$ cat config.mk
export PLATFORM = sky130hd
export DESIGN_NAME = ifetch_pipe
export DESIGN_NICKNAME = d
export VERILOG_FILES = /design/src/rtl/ifetch_pkg.sv /design/src/rtl/fetch_queue.sv /design/src/rtl/ifetch_pipe.sv
export SDC_FILE = /design/constraint.sdc
export NUM_CORES = 1
export LEC_CHECK = 0
export BUFFER_PORTS_ARGS = -buffer_cell sky130_fd_sc_hd__buf_4
export CELL_PAD_IN_SITES_DETAIL_PLACEMENT = 1
export CELL_PAD_IN_SITES_GLOBAL_PLACEMENT = 1
export CORE_UTILIZATION = 29
export DETAILED_ROUTE_END_ITERATION = 8
export GPL_TIMING_DRIVEN = 0
export HOLD_SLACK_MARGIN = 0.05
export PLACE_DENSITY = 0.63
export REMOVE_ABC_BUFFERS = 1
export SLEW_MARGIN = 20
export SYNTH_ARGS = -nofsm -noshare
export SYNTH_HDL_FRONTEND = slang
export SYNTH_HIERARCHICAL = 1
export SYNTH_SLANG_ARGS = --single-unit
$ cat constraint.sdc
create_clock -name clk -period 8.88 [get_ports clk]
set_input_delay 0 -clock clk [delete_from_list [all_inputs] [get_ports clk]]
set_output_delay 0 -clock clk [all_outputs]
set_load 0.1 [all_outputs]
$ cat src/rtl/ifetch_pkg.sv
// Shared definitions for the instruction-fetch stage: default widths, the jump
// opcode, opcode-field extraction, offset sign-extension and the queue entry layout.
package ifetch_pkg;

  localparam int unsigned IW_DEF  = 8;
  localparam int unsigned PCW_DEF = 8;
  localparam int unsigned OPW_DEF = 2;
  localparam int unsigned XW      = 64;  // working width for the width-generic helpers

  localparam logic [OPW_DEF-1:0] JMP_OP_DEF = 2'b11;

  // Queue entry layout {pc, instr}; the queue stores the same concatenation
  // at whatever widths the fetch stage is built with.
  typedef struct packed {
    logic [PCW_DEF-1:0] pc;
    logic [IW_DEF-1:0]  instr;
  } fq_entry_t;

  // Opcode field instr[iw-1 -: opw], returned zero-extended.
  function automatic logic [XW-1:0] op_field(input logic [XW-1:0] instr,
                                              input int unsigned  iw  = IW_DEF,
                                              input int unsigned  opw = OPW_DEF);
    logic [XW-1:0] mask;
    mask = (XW'(1) << opw) - XW'(1);
    return (instr >> (iw - opw)) & mask;
  endfunction

  // Offset field instr[iw-opw-1:0], sign-extended to XW; callers truncate to PCW.
  function automatic logic [XW-1:0] sext_off(input logic [XW-1:0] instr,
                                              input int unsigned  iw  = IW_DEF,
                                              input int unsigned  opw = OPW_DEF);
    logic signed [XW-1:0] t;
    int unsigned          sh;
    sh = XW - (iw - opw);
    t  = signed'(instr << sh);
    return t >>> sh;
  endfunction

endpackage

$ cat src/rtl/fetch_queue.sv
// Circular-buffer FIFO with push, pop and flush.
// Ports: clk, rst_n (async active-low), push_i/din_i (write), pop_i (read head),
// flush_i (empty the queue), valid_o/dout_o (head, zero while empty), count_o.
// Pop is applied before push, so a push into a full queue succeeds when it pops.
module fetch_queue #(
  parameter int unsigned W     = 16,
  parameter int unsigned DEPTH = 2
) (
  input  logic                       clk,
  input  logic                       rst_n,
  input  logic                       push_i,
  input  logic [W-1:0]               din_i,
  input  logic                       pop_i,
  input  logic                       flush_i,
  output logic                       valid_o,
  output logic [W-1:0]               dout_o,
  output logic [$clog2(DEPTH):0]     count_o
);

  localparam int unsigned AW = $clog2(DEPTH);
  localparam int unsigned CW = AW + 1;

  logic [W-1:0]  mem_q [DEPTH];
  logic [AW-1:0] rd_ptr_q, rd_ptr_d;
  logic [AW-1:0] wr_ptr_q, wr_ptr_d;
  logic [CW-1:0] count_q, count_d;
  logic          pop_ok_c, push_ok_c;

  assign pop_ok_c  = pop_i & (count_q != '0);
  assign push_ok_c = push_i & ~flush_i & ((count_q != CW'(DEPTH)) | pop_ok_c);

  // Pointer/count update; flush overrides everything and rewinds the pointers.
  always_comb begin
    rd_ptr_d = rd_ptr_q;
    wr_ptr_d = wr_ptr_q;
    count_d  = count_q;
    if (flush_i) begin
      rd_ptr_d = '0;
      wr_ptr_d = '0;
      count_d  = '0;
    end else begin
      if (pop_ok_c)  rd_ptr_d = rd_ptr_q + AW'(1);
      if (push_ok_c) wr_ptr_d = wr_ptr_q + AW'(1);
      count_d = count_q + CW'(push_ok_c) - CW'(pop_ok_c);
    end
  end

  always_ff @(posedge clk or negedge rst_n) begin
    if (!rst_n) begin
      rd_ptr_q <= '0;
      wr_ptr_q <= '0;
      count_q  <= '0;
      for (int i = 0; i < int'(DEPTH); i++) mem_q[i] <= '0;
    end else begin
      rd_ptr_q <= rd_ptr_d;
      wr_ptr_q <= wr_ptr_d;
      count_q  <= count_d;
      if (push_ok_c) mem_q[wr_ptr_q] <= din_i;
    end
  end

  assign valid_o = (count_q != '0);
  assign dout_o  = valid_o ? mem_q[rd_ptr_q] : '0;
  assign count_o = count_q;

endmodule

$ cat src/rtl/ifetch_pipe.sv
// Instruction-fetch stage: PC register, fetch-time resolution of relative jumps,
// and a small queue of {pc, instr} entries feeding decode via valid/ready.
// Ports: clk, rst (async active-low); fetch_en; imem_addr/imem_data (combinational
// instruction memory); redir_valid/redir_pc (redirect from execute);
// if_valid/if_instr/if_pc/id_ready (decode handshake).
module ifetch_pipe
  import ifetch_pkg::*;
#(
  parameter int unsigned      IW       = IW_DEF,
  parameter int unsigned      PCW      = PCW_DEF,
  parameter int unsigned      OPW      = OPW_DEF,
  parameter logic [OPW-1:0]   JMP_OP   = OPW'(JMP_OP_DEF),
  parameter int unsigned      FQ_DEPTH = 2,
  parameter logic [PCW-1:0]   RESET_PC = '0
) (
  input  logic           clk,
  input  logic           rst,
  input  logic           fetch_en,
  output logic [PCW-1:0] imem_addr,
  input  logic [IW-1:0]  imem_data,
  input  logic           redir_valid,
  input  logic [PCW-1:0] redir_pc,
  output logic           if_valid,
  output logic [IW-1:0]  if_instr,
  output logic [PCW-1:0] if_pc,
  input  logic           id_ready
);

  localparam int unsigned EW = PCW + IW;
  localparam int unsigned CW = $clog2(FQ_DEPTH) + 1;

  logic [PCW-1:0] pc_q, pc_d;
  logic [PCW-1:0] off_c;
  logic [CW-1:0]  count_c;
  logic [EW-1:0]  head_c;
  logic           pop_c, full_c, fire_c, is_jmp_c;

  assign pop_c    = if_valid & id_ready;
  assign full_c   = (count_c == CW'(FQ_DEPTH));
  assign fire_c   = fetch_en & ~redir_valid & (~full_c | pop_c);
  assign is_jmp_c = (OPW'(op_field(XW'(imem_data), IW, OPW)) == JMP_OP);
  assign off_c    = PCW'(sext_off(XW'(imem_data), IW, OPW));

  // Next PC: redirect beats sequential/jump advance; hold when not firing.
  always_comb begin
    pc_d = pc_q;
    if (redir_valid) begin
      pc_d = redir_pc;
    end else if (fire_c) begin
      pc_d = pc_q + PCW'(1) + (is_jmp_c ? off_c : '0);
    end
  end

  always_ff @(posedge clk or negedge rst) begin
    if (!rst) pc_q <= RESET_PC;
    else      pc_q <= pc_d;
  end

  assign imem_addr = pc_q;

  fetch_queue #(
    .W     (EW),
    .DEPTH (FQ_DEPTH)
  ) u_fetch_queue (
    .clk     (clk),
    .rst_n   (rst),
    .push_i  (fire_c),
    .din_i   ({pc_q, imem_data}),
    .pop_i   (pop_c),
    .flush_i (redir_valid),
    .valid_o (if_valid),
    .dout_o  (head_c),
    .count_o (count_c)
  );

  assign {if_pc, if_instr} = head_c;

endmodule
After elaboration in Yosys (flattened, before gate mapping)
Index checks and enable logic that the tools add are counted.
{"block": "totals", "wordCells": 50, "out_inout_bits": 25, "register_bits": 44}
{"block": "op_classes", "mux": 15, "n_addsub": 6, "magnitude_cmp": 3, "reduce_logical": 5, "bitwise_logic": 12, "n_eq_ne": 3}
{"cell": "two-way mux 16 bit", "count": 5}
{"cell": "bitwise mux 32 bit", "count": 1}
{"cell": "two-way mux 8 bit", "count": 3}
{"cell": "demux 16 bit (select 1 bit)", "count": 1}
{"cell": "adder 8 x 1 -> 8 bit, second input constant", "count": 1}
{"cell": "adder 8 bit", "count": 1}
{"cell": "nonzero test 2 bit", "count": 4}
{"cell": "AND 1 bit", "count": 6}
{"cell": "equality test 2 bit, second input constant", "count": 2}
{"cell": ">= comparator 2 bit, second input constant", "count": 2}
{"cell": "two-way mux 1 bit", "count": 4}
{"cell": "inverter 1 -> 2 bit", "count": 2}
{"cell": "adder 1 bit, second input constant", "count": 2}
{"cell": "adder 2 x 1 -> 2 bit", "count": 1}
{"cell": "less-than comparator 2 x 1 -> 1 bit, second input constant", "count": 1}
{"cell": "two-way mux 2 bit", "count": 1}
{"cell": "!= test 2 bit, second input constant", "count": 1}
{"cell": "inverter 1 bit", "count": 2}
{"cell": "OR 1 bit", "count": 2}
{"cell": "subtractor 2 x 1 -> 2 bit", "count": 1}
{"cell": "logical AND 1 bit", "count": 1}

Longest topological paths before layout
{"block": "logic_depth", "depth_word": 9, "depth_mapped": 14, "ltp_nobuf": 12}

By module
Netlist, hierarchy kept.
{"mod": "fetch_queue", "instances": 1, "seq_area_each_um2": 900.9, "area_per_inst_um2": 1705.4, "cells_per_inst": 128}
{"mod": "ifetch_pipe", "instances": 1, "seq_area_each_um2": 200.2, "area_per_inst_um2": 693.2, "cells_per_inst": 85}

Least setup slack after synthesis
Ideal clock, no wire load.
{"block": "synth_path", "path_type": "register -> register", "from": "register u_fetch_queue.count_q[1] (netlist: u_fetch_queue/count_o[1])", "to": "register u_fetch_queue.count_q[1] (netlist: u_fetch_queue/count_o[1])", "setup_ns": 0.118, "stages_incl_launch_ff": 15, "t_arrival_ns": 3.426, "required_ns": 8.762, "path_buffers": 2, "slack_ns": 5.336, "synth_period_minus_slack_ns": 3.544, "path_cell_list": "dfrtp_1 nor2_1 clkbuf_1 inv_1 and2_1 o21ai_0 clkbuf_1 nor2_1 nand3b_1 ha_1 inv_1 ha_1 xor2_1 and2_1 nor3_1"}
{"block": "synth_via", "elab_chain_cells": 9, "elab_cells_between_ends": 14}
{"element": "start, declared", "line_no": "fetch_queue.sv:26", "text": "logic [CW-1:0] count_q, count_d;"}
{"element": "start signal, assigned", "line_no": "fetch_queue.sv:57", "text": "count_q <= count_d;"}
{"element": "nonzero test 2 bit", "line_no": "fetch_queue.sv:62", "text": "assign valid_o = (count_q != '0);"}
{"element": "net if_valid", "line_no": "ifetch_pipe.sv:23", "text": "output logic if_valid,"}
{"element": "AND 1 bit", "line_no": "ifetch_pipe.sv:38", "text": "assign pop_c = if_valid & id_ready;"}
{"element": "net pop_c", "line_no": "ifetch_pipe.sv:36", "text": "logic pop_c, full_c, fire_c, is_jmp_c;"}
{"element": "OR 1 bit", "line_no": "ifetch_pipe.sv:40", "text": "assign fire_c = fetch_en & ~redir_valid & (~full_c | pop_c);"}
{"element": "AND 1 bit", "line_no": "ifetch_pipe.sv:40"}
{"element": "net fire_c", "line_no": "ifetch_pipe.sv:36"}
{"element": "AND 1 bit (2 in a row)", "line_no": "fetch_queue.sv:30", "text": "assign push_ok_c = push_i & ~flush_i & ((count_q != CW'(DEPTH)) | pop_ok_c);"}
{"element": "adder 2 x 1 -> 2 bit", "line_no": "fetch_queue.sv:44", "text": "count_d = count_q + CW'(push_ok_c) - CW'(pop_ok_c);"}
{"element": "subtractor 2 x 1 -> 2 bit", "line_no": "fetch_queue.sv:44"}
{"element": "two-way mux 2 bit", "line_no": "fetch_queue.sv:37", "text": "if (flush_i) begin"}
{"element": "net u_fetch_queue.count_d[1]", "line_no": "fetch_queue.sv:26"}
The timed path passes the listed nets, and every way through them passes these cells.
A chain may end at the register's enable or synchronous reset.

Worst setup path after layout
{"block": "layout_path", "from": "register u_fetch_queue.count_q[1] (netlist: u_fetch_queue/count_o[1])", "to": "register u_fetch_queue.count_q[1] (netlist: u_fetch_queue/count_o[1])"}
{"block": "layout_via", "elab_chain_cells": 9, "elab_cells_between_ends": 14}
{"element": "nonzero test 2 bit", "line_no": "fetch_queue.sv:62"}
{"element": "AND 1 bit", "line_no": "ifetch_pipe.sv:38"}
{"element": "net pop_c", "line_no": "ifetch_pipe.sv:36"}
{"element": "OR 1 bit", "line_no": "ifetch_pipe.sv:40"}
{"element": "AND 1 bit", "line_no": "ifetch_pipe.sv:40"}
{"element": "net fire_c", "line_no": "ifetch_pipe.sv:36"}
{"element": "AND 1 bit (2 in a row)", "line_no": "fetch_queue.sv:30"}
{"element": "adder 2 x 1 -> 2 bit", "line_no": "fetch_queue.sv:44"}
{"element": "subtractor 2 x 1 -> 2 bit", "line_no": "fetch_queue.sv:44"}
{"element": "two-way mux 2 bit", "line_no": "fetch_queue.sv:37"}
{"element": "net u_fetch_queue.count_d[1]", "line_no": "fetch_queue.sv:26"}
The timed path passes the listed nets, and every way through them passes these cells.

==> key figures <==
Status
  – Status: completed

Global routing
  – Total gr overflow: 0
  – Initial antenna violation count: 0
  – Number of global-route vias before repair: ~2000
  – Total GRT Usage: between 15 and 20%
  – Largest net degree at the start of global routing: 45
  – First-pass GRT wire length: 10.2 mm

Yosys
  – Syn Inst Count: between 200 and 250
  – Post-synthesis cell type with the largest combined area: dfrtp_1
  – Flops & latches, synth: 44
  – Syn avg cell area: approximately 11 um^2
  – Asr flop ratio synth: 100%
  – Sequential fraction of the synthesis area: 45.9%
  – Synth cell count leaders: 44 x dfrtp_1, 27 x nor2_1, 22 x mux2_2
  – Synth top area share: 45.9%
  – Primary FF master, synth: dfrtp_1
  – Synth Warn #: 6
  – Synthesized area: between 2000 and 2500 um^2
  – Post-synth EDFFs: 0
  – Cell with the most instances after synthesis: dfrtp_1
  – Number of library cell types mapped by synthesis: 42
  – Largest cells by area after synthesis: dfrtp_1 46%, mux2_2 10%, mux2i_1 6.7%

Setup path
  – Worst Reg-to-Reg Cells: 13
  – Reg-to-Reg End: u_fetch_queue/count_o[1]
  – Required @ worst endpoint: about 9100 ps
  – Worst Path Max Fanout: 17
  – CP Capture Point: u_fetch_queue/count_o[1]
  – Worst Setup SP: u_fetch_queue/count_o[1]
  – Critical path class: reg -> reg
  – Reg2reg setup slack: roughly 5700 ps
  – CP arrival: 3350 ps
  – CP Launch Type: register
  – FF-to-FF Start: u_fetch_queue/count_o[1]
  – CP endpoint kind: register

Floorplan
  – I/O pin cnt: 46
  – Initial core utilization: between 30 and 40%
  – Core ar.: 7850 um^2
  – Row cnt: 32
  – Die area: approximately 8600 um^2
  – Die width: between 90 and 100 um
  – Die height: 92.9 um

Timing
  – Final hold slack: roughly 130 ps
  – Setup ws final: 5730 ps
  – Final Hold Vio Count: 0
  – Fin Setup TNS: 0 ps
  – Crit share post-route: a little over a third
  – Slew @ Worst Pin: between 1000 and 1500 ps
  – Final Max Slew Viols: 0
  – Final setup fails: 0
  – Slew margin rel.: 29.5%
  – Worst Skew: 2.64 ps
  – Fmax: approximately 0.32 GHz
  – Post-layout minimum cycle time: between 3000 and 4000 ps
  – RSZ-0062 raised after global routing: false

Finish
  – Fillers: 894
  – Core Util, Final: 39.4%
  – Layout cells sized above 1: between 30% and 40%
  – Post-route insts no fill: between 300 and 400
  – Layout Area Growth over Synthesis: 28.8%
  – Post-route cell area: just over 3000 um^2
  – Antenna diode count: 0
  – Final #Nets: between 300 and 400

Detailed routing
  – Via density: 4.85
  – Via count: 1833
  – DR WL/cell: 15.7 um
  – Post-Route WL: 5.92 mm
  – DRC: 0
  – DRT Pass-1 Iters: 4
  – 1st-iter DRT viols: 51
  – Detail Route Antenna Nets: 0

CTS
  – Worst-path clk slew: 80 ps
  – CTS tree: built
  – CTS Buffer Depth: 2
  – Root buf cell: clkbuf_8
  – CTS H-tree depth: 2
  – TritonCTS Buffers: 5
  – CTS Sinks: 44
  – Post-cts resize count: 0
  – Worst skew pair latency: between 200 and 300 ps

Place
  – Dpl cells: between 300 and 400
  – # port buffers: 45
  – Gpl congestion: 0.676
  – Detailed Place HPWL: 4.02 mm
  – Pre-CTS setup slack: ~5500 ps
  – Cell Area, Placed: between 2000 and 3000 um^2

Power
  – Pwr per Cell Area: about 200 nW/um^2
  – Max VDD drop: 71.5 uV
  – Leak pwr: approximately 1.4 nW
  – Total power: approximately 0.62 mW

Run
  – Max-Cap Viols: 0

Min path
  – Hold Crit Class: in -> reg
==> what timing repair did <==
action | 4_1_cts | 5_1_grt
hold buffers | 18 | 0
buffers inserted | 0 | 0
endpoints found under the hold margin | 70 | 0
==> area by class of cell <==
cell class | instances | area (um^2) | area share [%]
inverter | 8 | 30.0 | 0.972
timing repair buffer | 64 | 526 | 17.0
sequential | 44 | 1100 | 35.6
clock buffer | 5 | 68.8 | 2.23
multi-input combinational | 153 | 1220 | 39.6
clock inverter | 2 | 12.5 | 0.405
tap | 102 | 128 | 4.13
==> critical path: stages, from the launching register on <==
cell      delay (ps)
dfrtp_1          440
nor2_2           690
inv_1            130
and2_1           230
o21ai_1          270
buf_4            240
nor2_1           100
nand3b_1         120
ha_1             230
inv_1             50
ha_1             140
xor2_1           170
nor2_1            60
nor3_1           180
==> state kept, by name, summed over array words and instances, names as in the netlist <==
signal and cells:
u_fetch_queue/mem_q 32, imem_addr 8, u_fetch_queue/count_o 2, u_fetch_queue/rd_ptr_q 1, u_fetch_queue/wr_ptr_q 1
==> metal layers <==
metal / up-vias / global-route usage, % / wire length [um]
met5: - / 0 / 0
met4: 0 / 3.08 / 27
met3: 2 / 2.71 / 204
met2: 36 / 25.0 / 2830
met1: 911 / 20.8 / 2860
li1: 884 / - / -
==> worst min path at each step <==
stage	from	endpoint	slack [ps]	depth (start not counted)
2_1_floorplan	rst	imem_addr[0]	-300	0
3_3_place_gp	rst	u_fetch_queue/mem_q[2]	40	1
3_5_place_dp	rst	u_fetch_queue/mem_q[2]	50	1
4_1_cts	fetch_en	imem_addr[3]	120	4
5_1_grt	fetch_en	imem_addr[3]	160	4
6_report	fetch_en	imem_addr[3]	130	4
==> where the power goes <==
group,internal [mW],switching [mW],total (mW),leakage (nW)
Combinational,0.0869,0.129,0.216,0.822
Sequential,0.247,0.0304,0.277,0.545
Clock,0.0534,0.0690,0.122,0.0400
==> cell families after synthesis <==
kind of cell / count (synthesis) / synth area share (%)
simple gates: 64 / 14.0
mux: 48 / 23.3
flops: 44 / 45.9
compound gates: 31 / 8.35
buf+inv: 16 / 3.23
fa+ha+maj: 8 / 4.49
xor+xnor: 2 / 0.730
==> placed cells by master (no fill, tap or decap), drive strengths merged, types with 2 or more instances in the layout <==
cell         instances
and3                 4
o2111ai              2
a211oi               2
nand3                7
dlygate4sd3         18
nor2                27
o21a                 3
dfrtp               44
ha                   7
nor2b                3
o21ai                9
xor2                 2
a21oi                7
a211o                2
nand2                8
nor3                 3
and2                 2
buf                 46
mux2i               16
inv                  8
mux2                32
clkbuf               5
Note: power is estimated with default switching activity, not from simulation.
